==> src/rtl/uart_accum_pkg.sv <==
`default_nettype none
// ============================================================================
// Module      : uart_accum_pkg
// Description : Shared constants for the UART frame accumulator: FSM state
//               encoding, error codes and default terminator bytes.
// Revision    : 1.0 - initial release
// ============================================================================
package uart_accum_pkg;

  localparam logic [1:0] c_st_idle  = 2'd0;
  localparam logic [1:0] c_st_accum = 2'd1;
  localparam logic [1:0] c_st_term2 = 2'd2;
  localparam logic [1:0] c_st_hold  = 2'd3;

  localparam logic [1:0] c_err_none     = 2'd0;
  localparam logic [1:0] c_err_overflow = 2'd1;
  localparam logic [1:0] c_err_term     = 2'd2;
  localparam logic [1:0] c_err_checksum = 2'd3;

  localparam logic [7:0] c_term_cr = 8'h0D;
  localparam logic [7:0] c_term_hi = 8'hBE;
  localparam logic [7:0] c_term_lo = 8'hEF;

endpackage
`default_nettype wire

==> src/rtl/uart_frame_accumulator_if.sv <==
`default_nettype none
// ============================================================================
// Module      : uart_frame_accumulator_if
// Description : Byte-in / frame-out handshake bundle of the frame accumulator.
// Revision    : 1.0 - initial release
// ============================================================================
interface uart_frame_accumulator_if #(
  parameter int MAX_BYTES = 128,
  parameter int LEN_W     = 8
) ();

  logic [7:0]             in_data;
  logic                   in_valid;
  logic                   in_ready;
  logic [MAX_BYTES*8-1:0] frame_data;
  logic [LEN_W-1:0]       frame_len;
  logic                   frame_valid;
  logic                   frame_ack;

  modport master (
    output in_data, in_valid, frame_ack,
    input  in_ready, frame_data, frame_len, frame_valid
  );

  modport slave (
    input  in_data, in_valid, frame_ack,
    output in_ready, frame_data, frame_len, frame_valid
  );

endinterface
`default_nettype wire

==> src/rtl/accum_timeout_timer.sv <==
`default_nettype none
// ============================================================================
// Module      : accum_timeout_timer
// Description : Inter-byte idle counter; expired is high in the cycle the
//               TIMEOUT-th consecutive idle running cycle is reached.
// Revision    : 1.0 - initial release
// ============================================================================
module accum_timeout_timer #(
  parameter int TIMEOUT = 2000
) (
  input  wire  clk,
  input  wire  reset_n,
  input  wire  clear,
  input  wire  run,
  output logic expired
);

  localparam int c_cnt_w = (TIMEOUT > 1) ? $clog2(TIMEOUT) : 1;
  localparam logic [c_cnt_w-1:0] c_last = c_cnt_w'(TIMEOUT - 1);
  localparam logic [c_cnt_w-1:0] c_one  = c_cnt_w'(1);

  logic [c_cnt_w-1:0] count_q, count_d;

  always_ff @(posedge clk or negedge reset_n) begin
    if (!reset_n) begin
      count_q <= '0;
    end else begin
      count_q <= count_d;
    end
  end

  always_comb begin
    count_d = count_q;
    if (clear || !run) begin
      count_d = '0;
    end else if (count_q != c_last) begin
      count_d = count_q + c_one;
    end
  end

  assign expired = run && !clear && (count_q == c_last);

endmodule
`default_nettype wire

==> src/rtl/uart_frame_accumulator.sv <==
`default_nettype none
// ============================================================================
// Module      : uart_frame_accumulator
// Description : Collects UART bytes into a frame until the CR (mode 0) or
//               BE EF (mode 1) terminator, flags overflow/terminator/timeout.
//               Optional feature macro: ACCUM_CHECKSUM_EN (trailing XOR byte).
// Revision    : 1.0 - initial release
// ============================================================================
module uart_frame_accumulator
  import uart_accum_pkg::*;
#(
  parameter int         MAX_BYTES = 128,
  parameter int         LEN_W     = 8,
  parameter int         TIMEOUT   = 2000,
  parameter logic [7:0] TERM_CR   = c_term_cr,
  parameter logic [7:0] TERM_HI   = c_term_hi,
  parameter logic [7:0] TERM_LO   = c_term_lo
) (
  input  wire                       clk,
  input  wire                       reset_n,
  input  wire                       mode,
  input  wire                       soft_clear,
  uart_frame_accumulator_if.slave   acc_if,
  output logic                      busy,
  output logic                      error,
  output logic [1:0]                error_code
);

  localparam int               c_idx_w   = $clog2(MAX_BYTES * 8);
  localparam logic [LEN_W-1:0] c_len_one = LEN_W'(1);
  localparam logic [LEN_W-1:0] c_len_max = LEN_W'(MAX_BYTES);

  logic [1:0]             state_q, state_d;
  logic [MAX_BYTES*8-1:0] buf_q, buf_d;
  logic [LEN_W-1:0]       len_q, len_d;
  logic                   mode_q, mode_d;
  logic                   error_q, error_d;
  logic [1:0]             code_q, code_d;

  logic               w_accept, w_run, w_expired, w_term_start;
  logic               w_store, w_done, w_err_fire;
  logic [1:0]         w_err_kind;
  logic [c_idx_w-1:0] w_wr_idx;

  assign w_accept = acc_if.in_valid && (state_q != c_st_hold);
  assign w_run    = (state_q == c_st_accum) || (state_q == c_st_term2);
  assign w_wr_idx = c_idx_w'({len_q, 3'b000});
  // Mode is taken live only for the opening byte; afterwards the latched copy rules.
  assign w_term_start = ((state_q == c_st_idle) ? mode : mode_q)
                      ? (acc_if.in_data == TERM_HI) : (acc_if.in_data == TERM_CR);

  accum_timeout_timer #(.TIMEOUT(TIMEOUT)) u_timer (
    .clk     (clk),
    .reset_n (reset_n),
    .clear   (w_accept),
    .run     (w_run),
    .expired (w_expired)
  );

  always_ff @(posedge clk or negedge reset_n) begin
    if (!reset_n) begin
      state_q <= c_st_idle;
      buf_q   <= '0;
      len_q   <= '0;
      mode_q  <= 1'b0;
      error_q <= 1'b0;
      code_q  <= c_err_none;
    end else begin
      state_q <= state_d;
      buf_q   <= buf_d;
      len_q   <= len_d;
      mode_q  <= mode_d;
      error_q <= error_d;
      code_q  <= code_d;
    end
  end

`ifdef ACCUM_CHECKSUM_EN
  logic [7:0]         xor_q, xor_d;
  logic [LEN_W-1:0]   w_last_len;
  logic [c_idx_w-1:0] w_cs_idx;

  assign w_last_len = len_q - c_len_one;
  assign w_cs_idx   = c_idx_w'({w_last_len, 3'b000});

  always_ff @(posedge clk or negedge reset_n) begin
    if (!reset_n) begin
      xor_q <= 8'h00;
    end else begin
      xor_q <= xor_d;
    end
  end

  // Running XOR of every stored byte: zero means the last byte matches the rest.
  always_comb begin
    xor_d = xor_q;
    if (w_store) begin
      xor_d = xor_q ^ acc_if.in_data;
    end
    if ((state_d != c_st_accum) && (state_d != c_st_term2)) begin
      xor_d = 8'h00;
    end
  end
`endif

  always_comb begin : p_next_state
    state_d    = state_q;
    buf_d      = buf_q;
    len_d      = len_q;
    mode_d     = mode_q;
    error_d    = 1'b0;
    code_d     = code_q;
    w_store    = 1'b0;
    w_done     = 1'b0;
    w_err_fire = 1'b0;
    w_err_kind = c_err_none;

    case (state_q)
      c_st_idle: begin
        if (w_accept) begin
          code_d = c_err_none;
          mode_d = mode;
          if (!w_term_start) begin
            w_store = 1'b1;
            state_d = c_st_accum;
          end
        end
      end
      c_st_accum: begin
        if (w_accept) begin
          if (w_term_start) begin
            if (mode_q) begin
              state_d = c_st_term2;
            end else begin
              w_done = 1'b1;
            end
          end else if (len_q == c_len_max) begin
            w_err_fire = 1'b1;
            w_err_kind = c_err_overflow;
          end else begin
            w_store = 1'b1;
          end
        end else if (w_expired) begin
          w_err_fire = 1'b1;
          w_err_kind = c_err_term;
        end
      end
      c_st_term2: begin
        if (w_accept) begin
          if (acc_if.in_data == TERM_LO) begin
            w_done = 1'b1;
          end else begin
            w_err_fire = 1'b1;
            w_err_kind = c_err_term;
          end
        end else if (w_expired) begin
          w_err_fire = 1'b1;
          w_err_kind = c_err_term;
        end
      end
      c_st_hold: begin
        if (acc_if.frame_ack) begin
          state_d = c_st_idle;
          buf_d   = '0;
          len_d   = '0;
        end
      end
      default: state_d = c_st_idle;
    endcase

    if (w_store) begin
      buf_d[w_wr_idx +: 8] = acc_if.in_data;
      len_d                = len_q + c_len_one;
    end

    if (w_done) begin
`ifdef ACCUM_CHECKSUM_EN
      if ((len_q >= LEN_W'(2)) && (xor_q == 8'h00)) begin
        len_d                = w_last_len;
        buf_d[w_cs_idx +: 8] = 8'h00;
        state_d              = c_st_hold;
      end else begin
        w_err_fire = 1'b1;
        w_err_kind = c_err_checksum;
      end
`else
      state_d = c_st_hold;
`endif
    end

    if (w_err_fire) begin
      error_d = 1'b1;
      code_d  = w_err_kind;
      state_d = c_st_idle;
      buf_d   = '0;
      len_d   = '0;
    end

    // Abort overrides everything decided above, including the error report.
    if (soft_clear) begin
      state_d = c_st_idle;
      buf_d   = '0;
      len_d   = '0;
      error_d = 1'b0;
      code_d  = code_q;
    end
  end

  always_comb begin : p_outputs
    acc_if.in_ready    = (state_q != c_st_hold);
    acc_if.frame_valid = (state_q == c_st_hold);
    busy               = (state_q != c_st_idle);
  end

  assign acc_if.frame_data = buf_q;
  assign acc_if.frame_len  = len_q;
  assign error             = error_q;
  assign error_code        = code_q;

endmodule
`default_nettype wire
==> src/flat_wrapper.sv <==
// flat-port wrapper written by rule: the top's interface ports become plain ports
module uart_frame_accumulator_flat import uart_accum_pkg::*;
#(
  parameter int         MAX_BYTES = 128,
  parameter int         LEN_W     = 8,
  parameter int         TIMEOUT   = 2000,
  parameter logic [7:0] TERM_CR   = c_term_cr,
  parameter logic [7:0] TERM_HI   = c_term_hi,
  parameter logic [7:0] TERM_LO   = c_term_lo
)
  (clk, reset_n, mode, soft_clear, busy, error, error_code, acc_if_in_data, acc_if_in_valid, acc_if_frame_ack, acc_if_in_ready, acc_if_frame_data, acc_if_frame_len, acc_if_frame_valid);
  uart_frame_accumulator_if #(.MAX_BYTES(MAX_BYTES), .LEN_W(LEN_W)) acc_if_i ();
  input  wire clk;
  input  wire reset_n;
  input  wire mode;
  input  wire soft_clear;
  output logic busy;
  output logic error;
  output logic [1:0] error_code;
  input wire logic [$bits(acc_if_i.in_data)-1:0] acc_if_in_data;
  input wire logic [$bits(acc_if_i.in_valid)-1:0] acc_if_in_valid;
  input wire logic [$bits(acc_if_i.frame_ack)-1:0] acc_if_frame_ack;
  output wire logic [$bits(acc_if_i.in_ready)-1:0] acc_if_in_ready;
  output wire logic [$bits(acc_if_i.frame_data)-1:0] acc_if_frame_data;
  output wire logic [$bits(acc_if_i.frame_len)-1:0] acc_if_frame_len;
  output wire logic [$bits(acc_if_i.frame_valid)-1:0] acc_if_frame_valid;
  assign acc_if_i.in_data = acc_if_in_data;
  assign acc_if_i.in_valid = acc_if_in_valid;
  assign acc_if_i.frame_ack = acc_if_frame_ack;
  assign acc_if_in_ready = acc_if_i.in_ready;
  assign acc_if_frame_data = acc_if_i.frame_data;
  assign acc_if_frame_len = acc_if_i.frame_len;
  assign acc_if_frame_valid = acc_if_i.frame_valid;
  uart_frame_accumulator #(.MAX_BYTES(MAX_BYTES), .LEN_W(LEN_W), .TIMEOUT(TIMEOUT), .TERM_CR(TERM_CR), .TERM_HI(TERM_HI), .TERM_LO(TERM_LO)) u_core (.clk(clk), .reset_n(reset_n), .mode(mode), .soft_clear(soft_clear), .acc_if(acc_if_i), .busy(busy), .error(error), .error_code(error_code));
endmodule
==> config.mk <==
export PLATFORM = sky130hd
export DESIGN_NAME = uart_frame_accumulator_flat
export DESIGN_NICKNAME = d
export VERILOG_FILES = /design/src/rtl/uart_accum_pkg.sv /design/src/rtl/uart_frame_accumulator_if.sv /design/src/rtl/accum_timeout_timer.sv /design/src/rtl/uart_frame_accumulator.sv /design/src/flat_wrapper.sv
export SDC_FILE = /design/constraint.sdc
export NUM_CORES = 2
export LEC_CHECK = 0
export ABC_AREA = 1
export CAP_MARGIN = 20
export CORE_AREA = 2 2 407 409
export CTS_CLUSTER_SIZE = 14
export DETAILED_ROUTE_END_ITERATION = 10
export DIE_AREA = 0 0 409 411
export PLACE_DENSITY = 0.54
export SLEW_MARGIN = 20
export SYNTH_ARGS = -nofsm -noshare
export SYNTH_HDL_FRONTEND = slang
export SYNTH_SLANG_ARGS = --single-unit
==> constraint.sdc <==
create_clock -name clk -period 4.8 [get_ports clk]
set_clock_uncertainty 0.15 [all_clocks]
set_input_delay 0.96 -clock clk [delete_from_list [all_inputs] [get_ports clk]]
set_output_delay 0.96 -clock clk [all_outputs]
set_load 0.005 [all_outputs]
# Word level (Yosys, flattened, before mapping)
# Cells that the tools add are included.
dict set report classes {
  bitwise_logic 1
  multipliers 0
  n_div 0
  n_reduce_logical 19
  n_mux 56
  order_cmp 0
  n_addsub 3
  shifts 2
  eq_ne 16
}
# operator n
set ops {}
lappend ops {{$mux W1024} 5}
lappend ops {{$bwmux W1024} 1}
lappend ops {{$shift A8 B12 Y1024 const A} 1}
lappend ops {{$shiftx A8 B12 Y1024} 1}
lappend ops {{$mux W8} 5}
lappend ops {{$mux W2} 17}
lappend ops {{$eq A8 B8 Y1 const B} 3}
lappend ops {{$mux W11} 2}
lappend ops {{$mux W1} 21}
lappend ops {{$ne A5 B3 Y1 const B} 3}
lappend ops {{$neg A10 Y12} 1}
lappend ops {{$add A11 B1 Y11 const B} 1}
lappend ops {{$eq A11 B11 Y1 const B} 1}
lappend ops {{$ne A11 B11 Y1 const B} 1}
lappend ops {{$ne A5 B2 Y1 const B} 2}
lappend ops {{$add A8 B1 Y8 const B} 1}
lappend ops {{$eq A8 B4 Y1 const B} 1}
lappend ops {{$reduce_bool A2 Y1} 4}
lappend ops {{$reduce_bool A4 Y1} 2}
lappend ops {{$reduce_and A7 Y1} 1}
lappend ops {{$pmux W1 S2} 3}
lappend ops {{$pmux W2 S3} 1}
lappend ops {{$reduce_bool A6 Y1} 1}
lappend ops {{$ne A5 B5 Y1 const B} 1}
lappend ops {{other kinds (11)} 17}
dict set report word_totals {
  memories 0
  output_inout_bits 1038
  reg_bits 1049
  in_bits 14
  romBits 0
  latchBits 0
  elab_cells 104
  ramBits 0
}

# Depth between registers and ports, before layout
dict set report depth {
  ltp_word 10
  ltp_mapped 19
  mapped_depth_nobuf 17
}

# Cells and area by module
# From an unflattened synthesis, not the netlist that was laid out.
dict set report unflattened {
  cells_unflattened 5901
  hier_area_um2 47604.4
}
# module cells_each area_each_um2 seq_area_each_um2 instances
set modules_own_cells {}
lappend modules_own_cells {uart_frame_accumulator 5810 46940.0 25974.9 1}
lappend modules_own_cells {accum_timeout_timer 91 664.4 275.3 1}

# Worst setup path after synthesis
# OpenSTA, ideal clock, no wires.
dict set report synth_timing {
  path_kind {input to register}
  startpoint {input acc_if_in_data[3]}
  endpoint {register u_core.buf_q[126] (netlist: u_core.acc_if.frame_data[126])}
  required_ns 4.533
  slack_ns 2.054
  n_path_buf 3
  arrival_ns 2.479
  stages 16
  setup_ns 0.117
  path_cell_list {buf_2 > nand2_1 > nor2_1 > nand2_1 > nor2_1 > nand2_1 > nand2_2 > inv_4 > nand2_4 > inv_4 > buf_6 > nand2_2 > buf_2 > nand2_1 > nand2_1 > nor2_1}
}
dict set report synth_via {
  elab_chain_cells 8
  word_cells_on_any_way 19
  classes_between {eq/ne: 3; shift: 1; mux: 15}
}
# element line_no
set synth_rtl {}
lappend synth_rtl {{start: declaration} flat_wrapper.sv:20} ;# input wire logic [$bits(acc_if_i.in_data)-1:0] acc_if_in_data;
lappend synth_rtl {{$eq A8 B4 Y1 / $eq A8 B8 Y1 (equally long branches)} uart_frame_accumulator.sv:50} ;# ? (acc_if.in_data == TERM_HI) : (acc_if.in_data == TERM_CR);
lappend synth_rtl {{$mux W1} uart_frame_accumulator.sv:50}
lappend synth_rtl {{$mux W1 (on tied branches)} {uart_frame_accumulator.sv:131, uart_frame_accumulator.sv:123}}
lappend synth_rtl {{$mux W1 (on tied branches)} {uart_frame_accumulator.sv:130, uart_frame_accumulator.sv:120}}
lappend synth_rtl {{$pmux W1 S2} uart_frame_accumulator.sv:118} ;# case (state_q)
lappend synth_rtl {{$mux W1024} uart_frame_accumulator.sv:171} ;# if (w_store) begin
lappend synth_rtl {{$mux W1024 *} uart_frame_accumulator.sv:191} ;# if (w_err_fire) begin
lappend synth_rtl {{$mux W1024 *} uart_frame_accumulator.sv:200} ;# if (soft_clear) begin
lappend synth_rtl {{named net u_core.buf_d[126]} uart_frame_accumulator.sv:34} ;# logic [MAX_BYTES*8-1:0] buf_q, buf_d;
lappend synth_rtl {{end signal: assignment} uart_frame_accumulator.sv:70} ;# buf_q <= buf_d;
lappend synth_rtl {{end: declaration} uart_frame_accumulator.sv:34}
# The timed path passes the listed nets; every way through them passes the cells marked *.
# A chain may end at the register's enable or synchronous reset.

# Final worst setup path
dict set report layout_timing {
  startpoint {register u_core.len_q[1] (netlist: u_core.acc_if.frame_len[1])}
  endpoint {register u_core.buf_q[18] (netlist: u_core.acc_if.frame_data[18])}
}
dict set report layout_via {
  elab_chain_cells 8
  word_cells_on_any_way 16
  classes_between {add/sub: 1; eq/ne: 1; shift: 2; mux: 12}
}
# element line_no
set layout_rtl {}
lappend layout_rtl {{start: declaration} uart_frame_accumulator.sv:35} ;# logic [LEN_W-1:0] len_q, len_d;
lappend layout_rtl {{start signal: assignment} uart_frame_accumulator.sv:71} ;# len_q <= len_d;
lappend layout_rtl {{branches (longest 6 deep; another with $neg A10 Y12)} --}
lappend layout_rtl {{$mux W1024 *} uart_frame_accumulator.sv:191}
lappend layout_rtl {{$mux W1024 *} uart_frame_accumulator.sv:200}
lappend layout_rtl {{named net u_core.buf_d[18]} uart_frame_accumulator.sv:34}
# Mark *: on every way through the listed nets, which the timed path passes.

==> flow_metrics.env <==
export IMPL_hold_slack_ns=0.05100
export IMPL_yosysSeqAreaShare_pct=54.91
export IMPL_p_leak_nw=28.36
export IMPL_ys_flop_type="dfrtp_1"
export IMPL_cp_max_fo=16
export IMPL_cts_setup_buffers=0
export IMPL_rsz0062_at_grt="false"
export IMPL_routedWlPerCell_um=26.21
export IMPL_rows=149
export IMPL_combPwrFrac_pct=16.1
export IMPL_yosysTopAreaCell="dfrtp_1"
export IMPL_vias=46374
export IMPL_grt_overflow=0
export IMPL_clockBufferDepth=3
export IMPL_drt_first_pass_iters=6
export IMPL_grt_usage_pct=26.90
export IMPL_critPathKind="reg -> reg"
export IMPL_worst_pin_slew_ns=1.181
export IMPL_finalCriticalPeriod_ns=4.046
export IMPL_die_x_um=409
export IMPL_start_util_pct=29.17
export IMPL_drive_gt1_share_pct=7.143
export IMPL_worst_setup_path_start_kind="flip-flop"
export IMPL_synth_top_area_share_pct=54.91
export IMPL_cp_slowest_cell="nor3_1"
export IMPL_htree_levels=3
export IMPL_hold_class="in -> async"
export IMPL_crit_chain="inv_1 > ha_1 > inv_2 > nor2_2 > nand4_1 > nor3_1 > nand3_1 > a21oi_1"
export IMPL_cts_buffers=119
export IMPL_finalSetupViolations=0
export IMPL_syn_area_per_cell_um2=8.219
export IMPL_layout_nets=6702
export IMPL_drv_cap=0
export IMPL_syn_area_um2=47800
export IMPL_core_area_um2=163900
export IMPL_finalMaxSlewViolations=0
export IMPL_fmax_mhz=247.1
export IMPL_crit_path_end_kind="flip-flop"
export IMPL_syn_nets=5840
export IMPL_cp_data_arrival_time_ns=4.55
export IMPL_fin_cells=8970
export IMPL_grt_pass1_wl_um=331300
export IMPL_p_sw_share_pct=31.99
export IMPL_place_congestion=0.8940
export IMPL_clock_latency_ns=0.73
export IMPL_yosysWarnings=0
export IMPL_outcome="complete, no violations"
export IMPL_required_ns=5.31
export IMPL_grt_pass1_vias=43740
export IMPL_cts_repair_resized=0
export IMPL_dpl_cell_count=8746
export IMPL_post_dp_hpwl_um=171700
export IMPL_clk_pin_slew_worst_paths_ns=0.06
export IMPL_ir_worst_vdd_mv=0.3561
export IMPL_cts_hold_buf=0
export IMPL_io_pins=1052
export IMPL_clkPwrFrac_pct=42.7
export IMPL_via_per_inst=5.170
export IMPL_syn_inst=5816
export IMPL_clock_sinks=1049
export IMPL_synth_edff_count=0
export IMPL_grt_max_degree=194
export IMPL_routed_wl_um=235100
export IMPL_hold_viol=0
export IMPL_first_iter_violations=4541
export IMPL_ys_top_cells_by_count="nand2_1, dfrtp_1, nor2_1, nand3_1, a21oi_1"
export IMPL_die_area_um2=168100
export IMPL_switchingPower_w=0.006969
export IMPL_portBuffers=1051
export IMPL_power_total_w=0.02179
export IMPL_syn_to_final_growth_pct=34.66
export IMPL_slew_headroom_pct=20.65
export IMPL_drc=0
export IMPL_synth_seq_cells=1049
export IMPL_setup_tns_ns=0
export IMPL_slowest_delay_ns=1.08
export IMPL_antenna_found_initial=8
export IMPL_synth_cell_types=35
export IMPL_seq_power_share_pct=41.2
export IMPL_power_density_nw_per_um2=338.4
export IMPL_synth_most_common_cell="nand2_1"
export IMPL_p_int_w=0.01482
export IMPL_ant_nets=0
export IMPL_synthTopCellsByArea="dfrtp_1, nand2_1, nand3_1"
export IMPL_root_buffer="clkbuf_16"
export IMPL_dpl_instance_area_um2=60400
export IMPL_final_area_um2=64370
export IMPL_final_period_utilization_pct=84.30
export IMPL_async_flop_share_pct=100.0
export IMPL_cts_tree="yes"
export IMPL_die_y_um=411
cell families after synthesis:
family / count (synthesis) / synth area share (%)
and+or+nand+nor: 3106 / 27.53
AOI/OAI and AO/OA: 1075 / 11.98
DFF: 1049 / 54.91
buffers and inverters: 574 / 5.237
adders and majority gates: 10 / 0.2617
xor gates and xnor gates: 2 / 0.07591
worst paths after layout:
kind | start | end | slack [ns] | depth (start not counted)
worst min-delay path | reset_n | u_core.acc_if.frame_data[324] | 0.05 | 1
worst max-delay path | u_core.acc_if.frame_len[1] | u_core.acc_if.frame_data[18] | 0.75 | 8
max in group asynchronous | reset_n | u_core.acc_if.frame_data[464] | 3.00 | 3
worst max register to register | u_core.acc_if.frame_len[1] | u_core.acc_if.frame_data[18] | 0.75 | 8
min in group clk | u_core.u_timer.count_q[7] | u_core.u_timer.count_q[7] | 0.32 | 1
worst min register to register | u_core.u_timer.count_q[7] | u_core.u_timer.count_q[7] | 0.32 | 1
flip-flops by register name, indices dropped and copies added, names as in the netlist:
signal / flops
u_core.acc_if.frame_data: 1024
u_core.u_timer.count_q: 11
u_core.acc_if.frame_len: 8
u_core.error_code: 2
u_core.state_q: 2
u_core.error: 1
u_core.mode_q: 1
through the flow:
stage | util (%) | setup WS, ns
floorplan | - | 2.054
global placement | 36.85 | 0.5610
detailed placement | 36.86 | 0.5127
CTS | 39.28 | 0.7533
global route | 39.28 | 0.5617
finish | 39.28 | 0.7536
area by class of cell:
type | instances | area [um^2]
sequential | 1049 | 26250
timing repair buffer | 1162 | 11720
antenna | 5 | 12.51
clock inverter | 41 | 442.9
multi-input combinational | 4193 | 19090
inverter | 153 | 595.6
fill | 16573 | 99500
tap | 2189 | 2739
clock buffer | 178 | 3521
layout by cell type, fill, tap and decap left out, types with 5 or more instances in the layout:
cell type | Yosys | layout
nand3_1 | 769 | 769
nand2_4 | 1 | 5
clkbuf_8 | 0 | 30
nor2_2 | 20 | 20
nor3_1 | 94 | 91
nand2_1 | 1333 | 1330
nor3_2 | 6 | 9
a21oi_1 | 767 | 767
a211oi_1 | 84 | 84
inv_1 | 95 | 95
o21a_1 | 44 | 44
nand2_2 | 67 | 66
buf_12 | 0 | 32
nand4_1 | 26 | 26
inv_6 | 0 | 5
o21ai_0 | 165 | 165
nor2_4 | 6 | 6
diode_2 | 0 | 5
inv_2 | 55 | 52
clkdlybuf4s50_1 | 0 | 1042
a22oi_1 | 8 | 8
dfrtp_1 | 1049 | 1049
buf_4 | 27 | 79
nor2_1 | 775 | 775
buf_2 | 144 | 8
clkinv_2 | 0 | 24
clkbuf_16 | 0 | 120
ha_1 | 10 | 10
clkbuf_1 | 209 | 28
worst max-delay path, delay by kind of cell, from the launching register on:
family | cells | cell delay [ns]
flip-flops | 1 | 0.46
AND/OR/NAND/NOR | 4 | 2.26
buffers and inverters | 2 | 0.35
AO/OA/AOI/OAI | 1 | 0.20
adder cells (fa/ha/maj) | 1 | 0.55
per-layer routing:
metal  up-vias  part of all wire [%]  GRT usage [%]
li1      21031                     -              -
met2      2087                    48          44.23
met5         -                     0              0
met1     22852                    39          33.09
met3       404                   7.6          6.101
met4         0                   5.5          13.66
power by group through the flow:
| stage | Clock [W] | Sequential, W | Combinational [W] |
|---|---|---|---|
| 6_report | 0.00931 | 0.00897 | 0.00350 |
| 5_1_grt | 0.00983 | 0.00898 | 0.00373 |
| 4_1_cts | 0.00948 | 0.00897 | 0.00349 |
| 3_5_place_dp | 0 | 0.00913 | 0.00348 |
| 3_3_place_gp | 0 | 0.00913 | 0.00346 |
| 2_1_floorplan | 0 | 0.00913 | 0.00200 |
(Power assumes the default switching activity.)
